File: config.mk
export PLATFORM = sky130hd
export DESIGN_NAME = sram_array_ctrl_flat
export DESIGN_NICKNAME = d
export VERILOG_FILES = /design/src/rtl/sram_array_ctrl_if.sv /design/src/rtl/sram_array_ctrl.sv /design/src/flat_wrapper.sv
export SDC_FILE = /design/constraint.sdc
export NUM_CORES = 1
export LEC_CHECK = 0
export CORE_ASPECT_RATIO = 2
export CORE_MARGIN = 3
export CORE_UTILIZATION = 60
export CTS_CLUSTER_DIAMETER = 60
export DETAILED_ROUTE_END_ITERATION = 8
export PLACE_DENSITY_LB_ADDON = 0.15
export RECOVER_POWER = 100
export SLEW_MARGIN = 10
export SYNTH_ARGS = -nofsm -noshare
export SYNTH_HDL_FRONTEND = slang
export SYNTH_SLANG_ARGS = --single-unit
File: constraint.sdc
create_clock -name clk -period 5.2 [get_ports clk]
set_input_delay 0.52 -clock clk [delete_from_list [all_inputs] [get_ports clk]]
set_output_delay 0.52 -clock clk [all_outputs]
set_load 0.01 [all_outputs]
File: src/rtl/sram_array_ctrl_if.sv
// Single-port request/response bus of the SRAM array controller.
// The requester takes the master side; the array takes the slave side.
interface sram_array_ctrl_if #(
    parameter int WIDTH  = 8,
    parameter int DEPTH  = 16,
    parameter int ADDR_W = $clog2(DEPTH)
);
    logic              req_valid;
    logic              req_ready;
    logic              req_we;
    logic [ADDR_W-1:0] req_addr;
    logic [WIDTH-1:0]  req_wdata;
    logic [WIDTH-1:0]  req_wmask;
    logic [WIDTH-1:0]  rdata;
    logic              rvalid;
    logic              err;
    logic              init_done;

    modport master (
        output req_valid, req_we, req_addr, req_wdata, req_wmask,
        input  req_ready, rdata, rvalid, err, init_done
    );

    modport slave (
        input  req_valid, req_we, req_addr, req_wdata, req_wmask,
        output req_ready, rdata, rvalid, err, init_done
    );
endinterface

File: src/rtl/sram_array_ctrl.sv
// Synchronous SRAM array model: DEPTH x WIDTH words, per-bit write mask,
// out-of-range detection, optional post-reset clear sweep, fixed 3-cycle access.
module sram_array_ctrl #(
    parameter int WIDTH      = 8,
    parameter int DEPTH      = 16,
    parameter int ADDR_W     = $clog2(DEPTH),
    parameter bit INIT_CLEAR = 1'b1
) (
    input logic               clk,
    input logic               rst_n,
    sram_array_ctrl_if.slave  bus
);
    typedef enum logic [1:0] {ST_INIT, ST_IDLE, ST_PRE, ST_ACC} state_t;

    localparam logic [ADDR_W:0]   DEPTH_EXT = (ADDR_W + 1)'(DEPTH);
    localparam logic [ADDR_W-1:0] LAST_IDX  = ADDR_W'(DEPTH - 1);

    state_t            state;
    logic [ADDR_W-1:0] cnt;
    logic              we_q;
    logic [ADDR_W-1:0] addr_q;
    logic [WIDTH-1:0]  wdata_q;
    logic [WIDTH-1:0]  wmask_q;

    logic [WIDTH-1:0]  mem [DEPTH];
    logic              in_range;
    logic              mem_we;
    logic [ADDR_W-1:0] mem_addr;
    logic [WIDTH-1:0]  mem_wdata;

    assign in_range = ({1'b0, addr_q} < DEPTH_EXT);

    // NOTE: every variable gets a default at the top of always_comb so no path leaves it unassigned (no latch).
    always_comb begin
        mem_we    = 1'b0;
        mem_addr  = addr_q;
        mem_wdata = (mem[addr_q] & ~wmask_q) | (wdata_q & wmask_q);
        if (state == ST_INIT) begin
            mem_we    = rst_n;
            mem_addr  = cnt;
            mem_wdata = '0;
        end else if (state == ST_ACC && we_q && in_range) begin
            // rst_n gating keeps an asserted reset from landing a write.
            mem_we = rst_n;
        end
    end

    // NOTE: the storage array has no reset; only the clear sweep initialises it.
    always_ff @(posedge clk) begin
        if (mem_we) mem[mem_addr] <= mem_wdata;
    end

    // NOTE: sequential state uses non-blocking assignments so every register samples pre-edge values.
    always_ff @(posedge clk or negedge rst_n) begin
        if (!rst_n) begin
            state         <= INIT_CLEAR ? ST_INIT : ST_IDLE;
            cnt           <= '0;
            we_q          <= 1'b0;
            addr_q        <= '0;
            wdata_q       <= '0;
            wmask_q       <= '0;
            bus.req_ready <= 1'b0;
            bus.rdata     <= '0;
            bus.rvalid    <= 1'b0;
            bus.err       <= 1'b0;
            bus.init_done <= 1'b0;
        end else begin
            bus.rvalid <= 1'b0;
            bus.err    <= 1'b0;
            case (state)
                ST_INIT: begin
                    cnt <= cnt + 1'b1;
                    if (cnt == LAST_IDX) begin
                        cnt           <= '0;
                        state         <= ST_IDLE;
                        bus.init_done <= 1'b1;
                        bus.req_ready <= 1'b1;
                    end
                end
                ST_IDLE: begin
                    bus.init_done <= 1'b1;
                    bus.req_ready <= 1'b1;
                    if (bus.req_valid && bus.req_ready) begin
                        we_q          <= bus.req_we;
                        addr_q        <= bus.req_addr;
                        wdata_q       <= bus.req_wdata;
                        wmask_q       <= bus.req_wmask;
                        bus.req_ready <= 1'b0;
                        state         <= ST_PRE;
                    end
                end
                ST_PRE: begin
                    state <= ST_ACC;
                end
                ST_ACC: begin
                    state         <= ST_IDLE;
                    bus.req_ready <= 1'b1;
                    if (!in_range) bus.err <= 1'b1;
                    if (!we_q) begin
                        bus.rvalid <= 1'b1;
                        bus.rdata  <= in_range ? mem[addr_q] : '0;
                    end
                end
                default: state <= ST_IDLE;
            endcase
        end
    end
endmodule
File: src/flat_wrapper.sv
// flat-port wrapper written by rule: the top's interface ports become plain ports
module sram_array_ctrl_flat 
#(
    parameter int WIDTH      = 8,
    parameter int DEPTH      = 16,
    parameter int ADDR_W     = $clog2(DEPTH),
    parameter bit INIT_CLEAR = 1'b1
)
  (clk, rst_n, bus_req_valid, bus_req_we, bus_req_addr, bus_req_wdata, bus_req_wmask, bus_req_ready, bus_rdata, bus_rvalid, bus_err, bus_init_done);
  sram_array_ctrl_if #(.WIDTH(WIDTH), .DEPTH(DEPTH), .ADDR_W(ADDR_W)) bus_i ();
  input logic clk;
  input logic rst_n;
  input wire logic [$bits(bus_i.req_valid)-1:0] bus_req_valid;
  input wire logic [$bits(bus_i.req_we)-1:0] bus_req_we;
  input wire logic [$bits(bus_i.req_addr)-1:0] bus_req_addr;
  input wire logic [$bits(bus_i.req_wdata)-1:0] bus_req_wdata;
  input wire logic [$bits(bus_i.req_wmask)-1:0] bus_req_wmask;
  output wire logic [$bits(bus_i.req_ready)-1:0] bus_req_ready;
  output wire logic [$bits(bus_i.rdata)-1:0] bus_rdata;
  output wire logic [$bits(bus_i.rvalid)-1:0] bus_rvalid;
  output wire logic [$bits(bus_i.err)-1:0] bus_err;
  output wire logic [$bits(bus_i.init_done)-1:0] bus_init_done;
  assign bus_i.req_valid = bus_req_valid;
  assign bus_i.req_we = bus_req_we;
  assign bus_i.req_addr = bus_req_addr;
  assign bus_i.req_wdata = bus_req_wdata;
  assign bus_i.req_wmask = bus_req_wmask;
  assign bus_req_ready = bus_i.req_ready;
  assign bus_rdata = bus_i.rdata;
  assign bus_rvalid = bus_i.rvalid;
  assign bus_err = bus_i.err;
  assign bus_init_done = bus_i.init_done;
  sram_array_ctrl #(.WIDTH(WIDTH), .DEPTH(DEPTH), .ADDR_W(ADDR_W), .INIT_CLEAR(INIT_CLEAR)) u_core (.clk(clk), .rst_n(rst_n), .bus(bus_i));
endmodule
After elaboration in Yosys (flattened, before gate mapping)
Memories as Yosys holds them, arrays and structs flattened.
Index checks and enable logic that the tools add are counted.

storage, ports and cells
  flip-flop bits (word level) = 38
  memory bits (writable) = 128
  output and inout bits = 12
  logic and storage cells = 49
  memories = 1

memories
  memory      words  bits a word  read ports  clocked after memory_dff  wr ports  RTL line               source
  u_core.mem  16     8            1           0                         1         sram_array_ctrl.sv:25  logic [WIDTH-1:0] mem [DEPTH];

cells by class
  $add $sub $neg = 1
  equal/unequal tests = 6
  multiplexer cells = 16
  bitwise gates (word level) = 5
  reduce and logical (&&, ||, !) cells = 10

operators with widths
  cell                 number
  $and 8x8->8          2
  $reduce_and 2->1     5
  $mux 1               8
  $mux 4               2
  $mux 8               1
  $not 8->8            1
  $or 8x8->8           1
  $pmux 2 s4           1
  $add 4x1->4 const B  1
  $eq 2x2->1 const B   2
  $eq 4x4->1 const B   1
  $mux 2               2
  $pmux 1 s3           1
  $reduce_bool 3->1    1
  $eq 2x1->1 const B   1
  $logic_and 1x1->1    2
  $logic_not 2->1      1
  $ne 2x1->1 const B   1
  $ne 2x2->1 const B   1
  $pmux 1 s2           1
  $reduce_bool 2->1    1
  $not 1->1            1

Longest topological paths before layout
  depth in word-level cells = 6
  depth in mapped cells = 7
  mapped depth without buffers = 6

Least setup slack after synthesis
Ideal clock, no wire load.

  path kind = register to register
  start point = register u_core.addr_q[1]
  end point = memory u_core.mem[0][0], data pin
  library setup time = 340 ps
  data arrival time = 2076 ps
  setup slack = 2784 ps
  stages on the path, launching flop included = 7
  buffers on the path = 2
  clock period less this slack = 2416 ps
  path through = dfrtp_1 -> buf_6 -> and2_1 -> clkbuf_1 -> a221o_1 -> a2bb2oi_2 -> a211oi_1

on the way
  word-level cells in the longest chain between the ends = 4

RTL lines
  what                      RTL line               source
  start: declaration        sram_array_ctrl.sv:21  logic [ADDR_W-1:0] addr_q;
  start signal: assignment  sram_array_ctrl.sv:85  addr_q <= bus.req_addr;
  $mem_v2 16x8              --
  $and 8x8->8               sram_array_ctrl.sv:37  mem_wdata = (mem[addr_q] & ~wmask_q) | (wdata_q & wmask_q);
  $or 8x8->8                sram_array_ctrl.sv:37
  $mux 8                    sram_array_ctrl.sv:38  if (state == ST_INIT) begin
  net u_core.mem_wdata[0]   sram_array_ctrl.sv:29  logic [WIDTH-1:0] mem_wdata;
  end: declaration          sram_array_ctrl.sv:25

The timed path passes the listed nets, and every way through them passes these cells.

Worst setup path after layout
  start point = register u_core.addr_q[1]
  end point = memory u_core.mem[14][4], data pin

The elaborated chain is that of the path after synthesis.

==> impl_metrics.prom <==
# TYPE chip_impl_metric gauge
chip_impl_metric{name="routed_wire_length_per_instance",unit="µm"} 24.3
chip_impl_metric{name="grt_pass1_wl",unit="µm"} 21700
chip_impl_metric{name="synthesis.yosys.warnings",unit=""} 0
chip_impl_metric{name="synth-seq-area-share",unit=""} 0.696
chip_impl_metric{name="post_cts_resized",unit=""} 0
chip_impl_metric{name="critical_path_depth",unit=""} 5
chip_impl_metric{name="clk_pin_slew_worst_paths",unit="ns"} 0.06
chip_impl_metric{name="finalCriticalPeriod",unit="ns"} 4.11
chip_impl_metric{name="max-cap-violations",unit=""} 4
chip_impl_metric{name="routed_via_density",unit=""} 6.21
chip_impl_metric{name="globalRoute.totalOverflow",unit=""} 0
chip_impl_metric{name="finish.net_count",unit=""} 461
chip_impl_metric{name="vias_in_the_first_global_route",unit=""} 3728
chip_impl_metric{name="gp_congestion",unit=""} 0.874
chip_impl_metric{name="area_delta_synth_final",unit="%"} 13.2
chip_impl_info{name="synth_area_leaders",value="sky130_fd_sc_hd__edfxtp_1, sky130_fd_sc_hd__dfrtp_1, sky130_fd_sc_hd__mux4_1"} 1
chip_impl_info{name="synth-main-ff-cell",value="sky130_fd_sc_hd__edfxtp_1"} 1
chip_impl_metric{name="synth-edff-count",unit=""} 128
chip_impl_metric{name="max-clock-path-buffers",unit=""} 2
chip_impl_info{name="ys_top_cells_by_count",value="sky130_fd_sc_hd__edfxtp_1, sky130_fd_sc_hd__dfrtp_1, sky130_fd_sc_hd__nor2_1, sky130_fd_sc_hd__mux2_2, sky130_fd_sc_hd__mux2i_1"} 1
chip_impl_metric{name="layoutNonFillerInstCount",unit=""} 585
chip_impl_info{name="yosys_top_cell_by_area",value="sky130_fd_sc_hd__edfxtp_1"} 1
chip_impl_metric{name="tritoncts_num_sinks",unit=""} 166
chip_impl_info{name="unrepaired_setup_endpoints_after_global_routing",value="no"} 1
chip_impl_metric{name="drt_pre_antenna_iters",unit=""} 5
chip_impl_info{name="yosysMostFrequentCell",value="sky130_fd_sc_hd__edfxtp_1"} 1
chip_impl_info{name="cts_root_buffer",value="sky130_fd_sc_hd__clkbuf_16"} 1
chip_impl_metric{name="synth.cell_area",unit="mm²"} 0.00689
chip_impl_metric{name="post_dp_cell_area",unit="mm²"} 0.00732
chip_impl_info{name="timing.critical_path.slowest_stage_cell",value="sky130_fd_sc_hd__a211oi_1"} 1
chip_impl_metric{name="worst_hold_slack",unit="ns"} 0.473
chip_impl_metric{name="drt_iter0_drc",unit=""} 321
chip_impl_metric{name="max-slew-margin-rel",unit=""} -0.140
chip_impl_metric{name="count_of_antenna_diodes_in_the_layout",unit=""} 0
chip_impl_info{name="holdPathEnd",value="u_core.bus.init_done"} 1
chip_impl_metric{name="synth_cells",unit=""} 393
chip_impl_metric{name="total_via_count_after_detailed_routing",unit=""} 3634
chip_impl_metric{name="whs_path_depth",unit=""} 1
chip_impl_metric{name="asyncSetResetFlopFracSynth",unit=""} 0.229
chip_impl_metric{name="num_io_pins",unit=""} 36
chip_impl_metric{name="cts_post_setup_buffers_inserted",unit=""} 0
chip_impl_metric{name="route.antenna.remaining_nets",unit=""} 0
chip_impl_metric{name="regToRegSetupSlack",unit="ns"} 1.09
chip_impl_metric{name="post-route-cell-area",unit="mm²"} 0.00780
chip_impl_metric{name="worstPathRequired",unit="ns"} 5.18
chip_impl_metric{name="global_route.usage.total",unit=""} 0.243
chip_impl_metric{name="grt_antenna_before_repair",unit=""} 0
chip_impl_info{name="path_delay_family",value="compound AO/OA/AOI/OAI gates"} 1
chip_impl_metric{name="postSynthNetCount",unit=""} 422
chip_impl_info{name="run_status",value="finished with violations"} 1
chip_impl_metric{name="total_clock_buffers_created_by_cts",unit=""} 17
chip_impl_metric{name="share_of_layout_cells_above_drive_strength_1",unit=""} 0.166
chip_impl_metric{name="timing.reg2reg.worst_path_depth",unit=""} 5
chip_impl_metric{name="cp.buffers_inverters",unit=""} 1
chip_impl_metric{name="ir_worst_vdd",unit="mV"} 0.395
chip_impl_metric{name="tightestPinTransition",unit="ns"} 1.71
chip_impl_metric{name="floorplan.initialDensity",unit=""} 0.622
chip_impl_metric{name="power.density_cell_area",unit="mW/mm²"} 634
chip_impl_metric{name="highest_attainable_clock_frequency",unit="MHz"} 243
chip_impl_metric{name="path_max_fanout",unit=""} 17
chip_impl_metric{name="synthDominantCellAreaShare",unit=""} 0.558
chip_impl_info{name="setup.worst_path.end_class",value="flop"} 1
chip_impl_metric{name="timing.setup.tns",unit="ns"} 0
chip_impl_info{name="crit_chain",value="clkbuf_1 > and2_0 > a221o_1 > a2bb2oi_1 > a211oi_1"} 1
chip_impl_metric{name="numPortBuffers",unit=""} 34
chip_impl_metric{name="leakage",unit="nW"} 2.80
chip_impl_metric{name="synth_cell_types",unit=""} 41
chip_impl_info{name="crit_path_start",value="u_core.addr_q[1]"} 1
chip_impl_info{name="worst_r2r_startpoint",value="u_core.addr_q[1]"} 1
chip_impl_metric{name="arrival",unit="ns"} 4.09
chip_impl_metric{name="placeable_core_area",unit="mm²"} 0.0111
chip_impl_metric{name="report.power.total",unit="mW"} 4.95
chip_impl_metric{name="finClkSkew",unit="ns"} 0.00979
chip_impl_metric{name="die_w",unit="µm"} 81.8
chip_impl_info{name="failed_checks",value="capacitance limit, slew limit"} 1
chip_impl_info{name="setup.worst_path.start_class",value="flop"} 1
chip_impl_info{name="cts_tree",value="done"} 1
chip_impl_metric{name="dp_worst_slack",unit="ns"} 2.04
chip_impl_info{name="hp-start",value="u_core.bus.init_done"} 1
chip_impl_metric{name="dp_hpwl",unit="µm"} 9380
chip_impl_metric{name="max_stage_delay",unit="ns"} 1.32
chip_impl_metric{name="synthesis.area_per_instance",unit="µm²"} 17.5
chip_impl_metric{name="ys_seq_elements",unit=""} 166
chip_impl_info{name="timing.hold.worst.class",value="flop to flop"} 1
chip_impl_metric{name="clkLatencyLatePin",unit="ns"} 0.41
chip_impl_metric{name="dieHeight",unit="µm"} 158
chip_impl_metric{name="cts-htree-levels",unit=""} 4
chip_impl_info{name="worstReg2RegEnd",value="u_core.mem[14][4]"} 1
chip_impl_metric{name="setup_viol",unit=""} 0
chip_impl_metric{name="finalCoreUtilization",unit=""} 0.704
chip_impl_metric{name="maxSlewViolCount",unit=""} 84
chip_impl_metric{name="grt_max_degree",unit=""} 35
chip_impl_metric{name="drcViolationCount",unit=""} 0
chip_impl_metric{name="timing.final.hold_violations",unit=""} 0
chip_impl_metric{name="die-area",unit="mm²"} 0.0129
chip_impl_info{name="worst_path_class_setup",value="flop to flop"} 1
chip_impl_metric{name="rows",unit=""} 54
chip_impl_metric{name="part_of_the_cycle_the_worst_path_needs",unit=""} 0.790
chip_impl_metric{name="routed_wire_length",unit="µm"} 14200
chip_impl_metric{name="placed_cells",unit=""} 552
chip_impl_metric{name="timing.final.ws_setup",unit="ns"} 1.09
layer usage:
layer,global-route usage,routed length [µm],vias to the layer above
li1,-,-,1611
met1,0.301,5340,1838
met2,0.420,7870,159
met3,0.0464,666,26
met4,0.0880,316,0
met5,0,0,-
worst max path at each step:
stage	end	slack, ns
3_5_place_dp	u_core.mem[12][7]	2.04
2_1_floorplan	u_core.mem[0][0]	2.78
6_report	u_core.mem[14][4]	1.09
3_3_place_gp	u_core.mem[8][6]	2.10
4_1_cts	u_core.mem[1][7]	1.99
5_1_grt	u_core.mem[14][4]	0.88
where the power goes:
group	total (mW)	leakage, nW	switching, mW	internal [mW]
Sequential	2.21	1.61	0.235	1.97
Clock	1.19	0.270	0.477	0.715
Combinational	1.55	0.922	0.899	0.648
Total	4.95	2.80	1.61	3.34
cells by family after synthesis:
family / after synthesis / share of synthesized area
multiplexers: 74 / 0.165
adder cells (fa/ha/maj): 5 / 0.00908
XOR/XNOR: 1 / 0.00127
AND/OR/NAND/NOR: 64 / 0.0405
other: 1 / 0.000544
buffers and inverters: 36 / 0.0280
AO/OA/AOI/OAI: 46 / 0.0599
flip-flops: 166 / 0.696
flip-flops by register name, summed over array words and instances, names as in the netlist:
| register | flops |
|---|---|
| u_core.addr_q | 4 |
| u_core.state | 2 |
| u_core.bus.req_ready | 1 |
| u_core.wdata_q | 8 |
| u_core.wmask_q | 8 |
| u_core.we_q | 1 |
| u_core.bus.rvalid | 1 |
| u_core.bus.init_done | 1 |
| u_core.mem | 128 |
| u_core.cnt | 4 |
| u_core.bus.rdata | 8 |
area by class of cell:
class,count,area [µm²]
sequential,166,4800
timing repair buffer,43,382
inverter,13,48.8
clock inverter,10,108
tap,140,175
clock buffer,22,454
multi-input combinational,191,1840
fill,740,3280
repair_timing:
action / in CTS / in global routing
hold endpoints to repair: 6 / 0
hold buffers: 1 / 0
setup endpoints to repair: 0 / 0
cells in the final DEF, fill, tap and decap left out, types with 11 or more instances in the layout:
master	n
sky130_fd_sc_hd__mux2_2	31
sky130_fd_sc_hd__clkbuf_16	17
sky130_fd_sc_hd__clkdlybuf4s50_1	22
sky130_fd_sc_hd__clkbuf_1	11
sky130_fd_sc_hd__mux4_1	15
sky130_fd_sc_hd__edfxtp_1	128
sky130_fd_sc_hd__dlygate4sd3_1	12
sky130_fd_sc_hd__nor2_1	34
sky130_fd_sc_hd__dfrtp_1	37
sky130_fd_sc_hd__inv_1	13
sky130_fd_sc_hd__nand2_1	16
sky130_fd_sc_hd__mux2i_1	19
Power figures use the tool's default switching activity.
